**src/rtl/uart_tx_fifo.sv**
```systemverilog
// sync_fifo: circular-buffer FIFO with an occupancy counter; pointers wrap at DEPTH.
// Latency: a pushed word reaches the head one cycle after its push edge.
// Backpressure: full_o rises at DEPTH entries, and the caller must not push while it is high.
module sync_fifo #(
  parameter int WIDTH = 8,
  parameter int DEPTH = 16,
  localparam int AW = $clog2(DEPTH),
  localparam int CW = $clog2(DEPTH + 1)
) (
  input  logic             clk,
  input  logic             rstn,
  input  logic             push_i,
  input  logic [WIDTH-1:0] push_dat_i,
  input  logic             pop_i,
  output logic [WIDTH-1:0] head_dat_o,
  output logic [CW-1:0]    count_o,
  output logic             full_o
);
  localparam logic [CW-1:0] FULL_CNT = CW'(DEPTH);

  logic [WIDTH-1:0] mem_q [DEPTH];
  logic [AW-1:0]    wr_ptr_q;
  logic [AW-1:0]    rd_ptr_q;
  logic [CW-1:0]    count_q;

  // Storage write. The contents are not reset, because count_q qualifies every entry.
  always_ff @(posedge clk) begin
    if (push_i) mem_q[wr_ptr_q] <= push_dat_i;
  end

  // Pointers and occupancy. A push and a pop in the same cycle cancel in the count.
  always_ff @(posedge clk) begin
    if (!rstn) begin
      wr_ptr_q <= '0;
      rd_ptr_q <= '0;
      count_q  <= '0;
    end else begin
      if (push_i) wr_ptr_q <= wr_ptr_q + AW'(1);
      if (pop_i)  rd_ptr_q <= rd_ptr_q + AW'(1);
      case ({push_i, pop_i})
        2'b10:   count_q <= count_q + CW'(1);
        2'b01:   count_q <= count_q - CW'(1);
        default: count_q <= count_q;
      endcase
    end
  end

  assign head_dat_o = mem_q[rd_ptr_q];
  assign count_o    = count_q;
  assign full_o     = (count_q == FULL_CNT);
endmodule

// uart_tx_fifo: buffered UART transmitter with a per-frame divisor, parity mode and stop-bit count.
// Latency: a word pushed into an empty, idle block starts its start bit one edge after the push.
// Backpressure: ready drops while the FIFO is full; the word in the shifter does not count as queued.
module uart_tx_fifo #(
  parameter int DATA_WIDTH = 8,
  parameter int FIFO_DEPTH = 16,
  parameter int DIV_WIDTH  = 16,
  localparam int CW = $clog2(FIFO_DEPTH + 1)
) (
  input  logic                  clk,
  input  logic                  rstn,
  input  logic [DATA_WIDTH-1:0] data,
  input  logic                  valid,
  output logic                  ready,
  input  logic [DIV_WIDTH-1:0]  divisor,
  input  logic [1:0]            parity_mode,
  input  logic                  stop2,
  output logic                  sig,
  output logic                  busy,
  output logic                  tx_done,
  output logic [CW-1:0]         fifo_count
);
  localparam int BW = $clog2(DATA_WIDTH + 1);
  localparam logic [BW-1:0] LAST_BIT = BW'(DATA_WIDTH - 1);
  localparam logic [DIV_WIDTH-1:0] MIN_DIV = DIV_WIDTH'(2);
  localparam logic [DIV_WIDTH-1:0] ONE     = DIV_WIDTH'(1);

  typedef enum logic [2:0] {
    ST_IDLE,
    ST_START,
    ST_DATA,
    ST_PARITY,
    ST_STOP
  } state_t;

  state_t                 state_q, state_d;
  logic                   sig_q, sig_d;
  logic                   busy_q, busy_d;
  logic                   tx_done_q, tx_done_d;
  logic [DIV_WIDTH-1:0]   cnt_q, cnt_d;
  logic [BW-1:0]          bit_q, bit_d;
  logic [DATA_WIDTH-1:0]  shift_q, shift_d;
  logic [DIV_WIDTH-1:0]   div_q, div_d;
  logic                   par_en_q, par_en_d;
  logic                   par_bit_q, par_bit_d;
  logic                   stop2_q, stop2_d;
  logic                   stop_second_q, stop_second_d;

  logic                   push_w;
  logic                   pop_w;
  logic                   full_w;
  logic [DATA_WIDTH-1:0]  head_dat_w;
  logic [CW-1:0]          count_w;
  logic [DIV_WIDTH-1:0]   div_clamp_w;

  assign ready  = ~full_w;
  assign push_w = valid & ready;

  sync_fifo #(
    .WIDTH (DATA_WIDTH),
    .DEPTH (FIFO_DEPTH)
  ) u_fifo (
    .clk        (clk),
    .rstn       (rstn),
    .push_i     (push_w),
    .push_dat_i (data),
    .pop_i      (pop_w),
    .head_dat_o (head_dat_w),
    .count_o    (count_w),
    .full_o     (full_w)
  );

  assign fifo_count = count_w;

  // Divisors below 2 would collapse the bit timing, so they are raised to 2.
  assign div_clamp_w = (divisor < MIN_DIV) ? MIN_DIV : divisor;

  // Next-state and frame datapath. The configuration is captured only at the pop that starts a frame.
  always_comb begin
    state_d       = state_q;
    sig_d         = sig_q;
    tx_done_d     = 1'b0;
    cnt_d         = cnt_q;
    bit_d         = bit_q;
    shift_d       = shift_q;
    div_d         = div_q;
    par_en_d      = par_en_q;
    par_bit_d     = par_bit_q;
    stop2_d       = stop2_q;
    stop_second_d = stop_second_q;
    pop_w         = 1'b0;

    unique case (state_q)
      ST_IDLE: begin
        sig_d = 1'b1;
        if (count_w != '0) begin
          pop_w         = 1'b1;
          shift_d       = head_dat_w;
          div_d         = div_clamp_w;
          cnt_d         = div_clamp_w - ONE;
          bit_d         = '0;
          par_en_d      = (parity_mode == 2'b01) || (parity_mode == 2'b10);
          par_bit_d     = (parity_mode == 2'b10) ? ~^head_dat_w : ^head_dat_w;
          stop2_d       = stop2;
          stop_second_d = 1'b0;
          sig_d         = 1'b0;
          state_d       = ST_START;
        end
      end

      ST_START: begin
        if (cnt_q == '0) begin
          cnt_d   = div_q - ONE;
          sig_d   = shift_q[0];
          state_d = ST_DATA;
        end else begin
          cnt_d = cnt_q - ONE;
        end
      end

      ST_DATA: begin
        if (cnt_q == '0) begin
          cnt_d = div_q - ONE;
          if (bit_q == LAST_BIT) begin
            if (par_en_q) begin
              sig_d   = par_bit_q;
              state_d = ST_PARITY;
            end else begin
              sig_d   = 1'b1;
              state_d = ST_STOP;
            end
          end else begin
            bit_d   = bit_q + BW'(1);
            shift_d = {1'b0, shift_q[DATA_WIDTH-1:1]};
            sig_d   = shift_q[1];
          end
        end else begin
          cnt_d = cnt_q - ONE;
        end
      end

      ST_PARITY: begin
        if (cnt_q == '0) begin
          cnt_d         = div_q - ONE;
          sig_d         = 1'b1;
          stop_second_d = 1'b0;
          state_d       = ST_STOP;
        end else begin
          cnt_d = cnt_q - ONE;
        end
      end

      ST_STOP: begin
        if (cnt_q == '0) begin
          if (stop2_q && !stop_second_q) begin
            // The second stop bit re-arms the counter, so it never has to hold 2D.
            stop_second_d = 1'b1;
            cnt_d         = div_q - ONE;
          end else begin
            tx_done_d = 1'b1;
            sig_d     = 1'b1;
            state_d   = ST_IDLE;
          end
        end else begin
          cnt_d = cnt_q - ONE;
        end
      end

      default: begin
        sig_d   = 1'b1;
        state_d = ST_IDLE;
      end
    endcase

    busy_d = (state_d != ST_IDLE);
  end

  // State and output flops. Reset drops any in-flight word without a tx_done pulse.
  always_ff @(posedge clk) begin
    if (!rstn) begin
      state_q       <= ST_IDLE;
      sig_q         <= 1'b1;
      busy_q        <= 1'b0;
      tx_done_q     <= 1'b0;
      cnt_q         <= '0;
      bit_q         <= '0;
      shift_q       <= '0;
      div_q         <= MIN_DIV;
      par_en_q      <= 1'b0;
      par_bit_q     <= 1'b0;
      stop2_q       <= 1'b0;
      stop_second_q <= 1'b0;
    end else begin
      state_q       <= state_d;
      sig_q         <= sig_d;
      busy_q        <= busy_d;
      tx_done_q     <= tx_done_d;
      cnt_q         <= cnt_d;
      bit_q         <= bit_d;
      shift_q       <= shift_d;
      div_q         <= div_d;
      par_en_q      <= par_en_d;
      par_bit_q     <= par_bit_d;
      stop2_q       <= stop2_d;
      stop_second_q <= stop_second_d;
    end
  end

  assign sig     = sig_q;
  assign busy    = busy_q;
  assign tx_done = tx_done_q;
endmodule

```
**config.mk**
```make
export PLATFORM = sky130hd
export DESIGN_NAME = uart_tx_fifo
export DESIGN_NICKNAME = d
export VERILOG_FILES = /design/src/rtl/uart_tx_fifo.sv
export SDC_FILE = /design/constraint.sdc
export NUM_CORES = 1
export LEC_CHECK = 0
export CAP_MARGIN = 0
export CORE_ASPECT_RATIO = 1.2
export CORE_UTILIZATION = 50
export CTS_CLUSTER_SIZE = 12
export DETAILED_ROUTE_END_ITERATION = 10
export DONT_BUFFER_PORTS = 1
export PLACE_DENSITY = 0.63
export SLEW_MARGIN = 20
export SYNTH_ARGS = -nofsm -noshare
export SYNTH_HDL_FRONTEND = slang
export SYNTH_SLANG_ARGS = --single-unit
```
**constraint.sdc**
```tcl
create_clock -name clk -period 5.68 [get_ports clk]
set_input_delay 0.568 -clock clk [delete_from_list [all_inputs] [get_ports clk]]
set_output_delay 0.568 -clock clk [all_outputs]
set_load 0.03 [all_outputs]
```
# Word-level counts from Yosys, hierarchy flattened
# Memories as Yosys holds them, arrays and structs flattened. A register that Yosys moved wholly into a read port is not among the register bits.
# Index checks and enable logic that the tools add are counted.
[word_totals]
latchBits = 0
output_inout_bits = 9
wordCells = 112
mem_count = 1
reg_bits = 67
rom_bits = 0
input_bits = 30
ram_bits = 128
[op_classes]
bitwise = 2
n_eq_ne = 19
shifts = 0
muxes = 46
n_addsub = 8
reduce_logical = 20
n_div = 0
multipliers = 0
order_cmp = 1
[memory_table]
columns = ["memory", "depth", "width", "read_ports", "rd_clocked_by_memory_dff", "wr", "line_no", "source"]
rows = [
  ["u_fifo.mem_q", 16, 8, 1, 1, 1, "21", "logic [WIDTH-1:0] mem_q [DEPTH];"],
]
[ops]
columns = ["cell", "count"]
rows = [
  ["$mux W16", 5],
  ["$pmux W16 S3", 1],
  ["$sub A16 B1 Y16 const B", 3],
  ["$mux W3", 8],
  ["$mux W8", 3],
  ["$mux W4", 5],
  ["$mux W1", 18],
  ["$logic_not A16 Y1", 1],
  ["$lt A16 B2 Y1 const B", 1],
  ["$ne A2 B2 Y1 const B", 8],
  ["$pmux W8 S2", 1],
  ["$pmux W3 S5", 1],
  ["$add A4 B1 Y4 const B", 3],
  ["$pmux W5 S2", 1],
  ["$reduce_and A5 Y1", 2],
  ["$reduce_bool A3 Y1", 3],
  ["$pmux W4 S2", 1],
  ["$reduce_xnor A8 Y1", 1],
  ["$reduce_xor A8 Y1", 1],
  ["$eq A3 B2 Y1 const B", 2],
  ["$reduce_and A3 Y1", 2],
  ["$add A5 B1 Y5 const B", 1],
  ["$eq A5 B5 Y1 const B", 1],
  ["$pmux W1 S5", 1],
  ["19 further kinds", 22],
]

# Logic depth before layout (Yosys ltp)
[depth]
depth_word = 6
mapped_depth = 14

# Hierarchy
# A second synthesis with hierarchy kept.
[unflattened]
cells_unflattened = 695
area_unflattened_um2 = 8917.3
[by_module_without_submodules]
columns = ["module", "cells_per_inst", "seq_area_each_um2", "area_each_um2", "instances"]
rows = [
  ["sync_fifo", 306, 4184.0, 5873.1, 1],
  ["uart_tx_fifo", 389, 1081.0, 3044.2, 1],
]

# Least setup slack after synthesis
# Ideal clock, no wire load.
[synth_timing]
path_kind = "register -> register"
startpoint = "reg u_fifo.count_q[0] (netlist: u_fifo.count_o[0])"
endpoint = "reg u_fifo.count_q[4] (netlist: u_fifo.count_o[4])"
required_ns = 5.610
path_buffers = 1
setup_ns = 0.070
arrival_ns = 3.034
setup_slack_ns = 2.575
stages_incl_launch_ff = 15
cell_sequence = "dfxtp_1 -> nor4_1 -> nand2_1 -> and2_1 -> clkbuf_1 -> inv_1 -> ha_1 -> inv_1 -> fa_1 -> inv_1 -> a21o_1 -> a21oi_1 -> xnor2_1 -> or3_1 -> a21oi_1"
[synth_between]
elab_chain_cells = 5
[synth_rtl]
columns = ["element", "line_no", "source"]
rows = [
  ["from (decl)", "24", "logic [CW-1:0] count_q;"],
  ["from (signal assigned)", "41", "2'b10: count_q <= count_q + CW'(1);"],
  ["from (signal assigned)", "42", "2'b01: count_q <= count_q - CW'(1);"],
  ["from (signal assigned)", "43", "default: count_q <= count_q;"],
  ["$eq A5 B5 Y1 *", "50", "assign full_o = (count_q == FULL_CNT);"],
  ["$not A1 Y1 *", "108", "assign ready = ~full_w;"],
  ["via ready", "66", "output logic ready,"],
  ["$and A1 B1 Y1 *", "109", "assign push_w = valid & ready;"],
  ["$eq A2 B1 Y1 / $eq A2 B2 Y1 (equally long branches)", "40", "case ({push_i, pop_i})"],
  ["$pmux W5 S2 / $reduce_bool A2 Y1 (equally long branches)", "-", ""],
]
# Mark *: on every way through the listed nets, which the timed path passes. The rest lies on a longest branch.
# A chain may end at the register's enable or synchronous reset.

# Worst setup path in the final report
[layout_timing]
startpoint = "reg u_fifo.count_q[0] (netlist: u_fifo.count_o[0])"
endpoint = "reg u_fifo.count_q[4] (netlist: u_fifo.count_o[4])"
[layout_between]
elab_chain_cells = 5
[layout_rtl]
columns = ["element", "line_no"]
rows = [
  ["$reduce_bool A5 Y1 / $eq A5 B5 Y1 (equally long branches)", "148, 50"],
  ["$mux W1 / $not A1 Y1 (equally long branches)", "148, 108"],
  ["$mux W1 / $and A1 B1 Y1 (equally long branches)", "145, 109"],
  ["$eq A2 B1 Y1 / $eq A2 B2 Y1 (equally long branches)", "40"],
  ["$pmux W5 S2 / $reduce_bool A2 Y1 (equally long branches)", "-"],
]
# Parallel ways exist; a longest one is shown, timed or not.

==> metrics.yaml <==
dpl.hpwl_mm: 11.7
critPathBufInv: 3
synth_warnings: 0
cts_inserted_buffers: 17
yosys.area.top_type_share_pct: 45.1
drc: 0
viasPerCell: 5.86
multi_input_comb_area_um2: 3030
post_cts_buffers: 0
area_growth_pct: 8.92
timing.fmax_ghz: 0.271
hold_violations: 0
grt_max_degree: 42
fillers: 1326
drt-initial-drc-count: 496
gr-usage-all-layers_pct: 20.6
peakVddDrop_uv: 245
syn_inst: 672
synth-seq-cells: 199
rsz0062_at_grt: "false"
critPathRequiredTime_ns: 6.03
dr_total_vias: 5189
pin_count: 39
final.setup.tns_ns: 0
clock_path_buffers: 2
ys_seq_area_share_pct: 61.7
post_cts_resized: 0
wirelength_mm: 17.0
tightest_slew_ns: 1.04
cts.sinks: 199
drive_gt1_share_pct: 12.9
overflow: 0
antennaDiodeCount: 0
synth_ff_type: "edfxtp_1"
portBuffers: 0
status: "completed"
gp_congestion: 0.861
syn-num-nets: 715
tritoncts: "yes"
register_area_um2: 5270
cpMaxStageDelayCell: "nand3_1"
cts-root-buf: "clkbuf_16"
relSlewSlack_pct: 30.7
htree_levels: 4
finalNetCount: 704
max_cap_viol_count: 0
worst-setup-path-type: "flip-flop to flip-flop"
die_h_um: 145
grt_pass1_vias: 5227
p_leak_nw: 3.06
whs_ns: 0.228
first_pass_iters: 5
crit_family: "simple AND/OR/NAND/NOR gates"
hold_path.class: "primary input to flip-flop"
synth_cell_types: 58
grt_pass1_wl_mm: 27.4
initial_core_util_pct: 51.8
async_reset_ff_share_pct: 0
r2r_setup_slack_ns: 1.99
cp_max_fo: 23
yosysTopAreaCell: "edfxtp_1"
setup_viol: 0
powerDensity_nw_per_um2: 469
synth_edf_count: 128
wl_per_cell_um: 19.2
layout_min_cycle_time_ns: 3.69
crit_path_end_kind: "flip-flop"
synth_area_leaders: "edfxtp_1, dfxtp_1, mux4_2"
antenna_found_initial: 0
skew_ns: 0.0154
dieArea_um2: 17600
start_kind: "flip-flop"
syn_avg_cell_area_um2: 12.7
min_period_over_period_pct: 64.9
cpPeakStageDelay_ns: 0.73
die_x_um: 121
hold_buffers: 0
rows: 51
slew_viol_final: 0
clk_pin_slew_ns: 0.08
core_area_um2: 16500
crit_arrival_ns: 4.04
ant_nets: 0
path_cells: "nor4_1 -> nand2b_1 -> nand3_1 -> inv_2 -> ha_1 -> inv_1 -> fa_1 -> inv_1 -> a21o_1 -> a21oi_1 -> xnor2_1 -> or3_1 -> a21oi_1"
netlist_area_um2: 8530
insertion_delay_ns: 0.43
==> per-stage QoR <==
| step | cells | setup slack, ns | total power [mW] | util [%] | area (um2) |
|---|---|---|---|---|---|
| global route | 886 | 1.70 | 4.62 | 56.4 | 9290 |
| global placement | 854 | 2.15 | 3.18 | 52.8 | 8700 |
| detailed placement | 854 | 2.05 | 3.21 | 52.9 | 8700 |
| floorplan | 672 | 2.58 | 2.92 | - | 8530 |
| CTS | 886 | 2.01 | 4.40 | 56.4 | 9290 |
| finish | 886 | 1.99 | 4.36 | 56.4 | 9290 |
==> layout make-up <==
type | count | area share, %
flip-flops and latches | 199 | 56.7
clock buffers | 18 | 4.62
inverters | 17 | 0.687
multi-input cells | 416 | 32.7
repair buffers | 10 | 0.808
well taps | 212 | 2.86
clock inverters | 14 | 1.67
==> power breakdown <==
group	internal [mW]	switching [mW]	leakage [nW]
Sequential	1.72	0.177	1.74
Clock	0.626	0.557	0.284
Combinational	0.544	0.729	1.03
Total	2.89	1.46	3.06
==> synthesized netlist by cell type, types with 4 or more instances <==
master	count
ha_1	12
mux4_2	36
xnor2_1	10
nor2_1	87
nor4_1	11
nand3_1	14
a22oi_1	5
o31ai_1	4
nor3_1	12
edfxtp_1	128
a31oi_1	10
mux2i_1	6
nand4_1	6
or3_1	6
xor2_1	11
dfxtp_1	71
o21ai_0	21
clkbuf_1	24
o22ai_1	4
inv_1	15
nand2b_1	5
a211oi_1	21
nand2_1	53
a21oi_1	41
buf_1	6
buf_2	5
==> cell usage in the layout (no fill, tap or decap), types with 3 or more instances in the layout <==
master     netlist  routed
mux2i_1          6       6
xor2_1          11      11
nand2b_1         5       5
edfxtp_1       128     128
nand2_1         53      53
mux4_2          36      36
a31oi_1         10      10
o21ai_0         21      21
inv_1           15      15
clkbuf_16        0      17
xnor2_1         10      10
or2_1            3       3
o22ai_1          4       4
nor2b_1          3       3
o21a_1           3       3
or4_1            3       3
a211oi_1        21      21
nand3_1         14      14
a21o_1           3       3
a21oi_1         41      41
o31ai_1          4       4
nor4_1          11      11
ha_1            12      12
or3_1            6       6
nor2_1          87      87
dfxtp_1         71      70
inv_8            0       4
inv_6            0       4
nand4_1          6       6
buf_4            3      10
nor3_1          12      12
a22oi_1          5       5
==> worst reg2reg max path, stage by stage, from the launching register on <==
cell and delay (ns):
dfxtp_1 0.45, nor4_1 0.55, nand2b_1 0.25, nand3_1 0.73, inv_2 0.08, ha_1 0.26
inv_1 0.12, fa_1 0.22, inv_1 0.05, a21o_1 0.16, a21oi_1 0.19, xnor2_1 0.10
or3_1 0.31, a21oi_1 0.14
==> logic make-up after synthesis <==
group,after synthesis,share of synthesized area (%)
buffers and inverters,57,2.82
adder cells (fa/ha/maj),13,2.00
AND/OR/NAND/NOR,211,11.2
flip-flops,199,61.7
XOR/XNOR,22,2.42
multiplexers,43,10.3
AO/OA/AOI/OAI,127,9.52
==> registers in the layout, summed over array words and instances (netlist names), named ones only <==
signal,cells
u_fifo.count_o,5
state_q,3
stop2_q,1
div_q,16
par_en_q,1
tx_done,1
u_fifo.wr_ptr_q,4
sig,1
busy,1
par_bit_q,1
bit_q,4
stop_second_q,1
shift_q,8
u_fifo.mem_q,128
cnt_q,16
u_fifo.rd_ptr_q,4
==> per-layer routing <==
metal,share of wire [%],track usage [%],up-vias
li1,-,-,2493
met1,43,26.0,2574
met2,52,35.0,105
met3,3.4,3.77,17
met4,1.5,8.09,0
met5,0,0,-
==> worst paths after layout <==
path	startpoint	endpoint	depth (start not counted)
min reg2reg	div_q[7]	div_q[7]	2
max reg2reg	u_fifo.count_o[0]	u_fifo.count_o[4]	13
min	rstn	sig	1
max	u_fifo.count_o[0]	u_fifo.count_o[4]	13
Power figures use the tool's default switching activity.
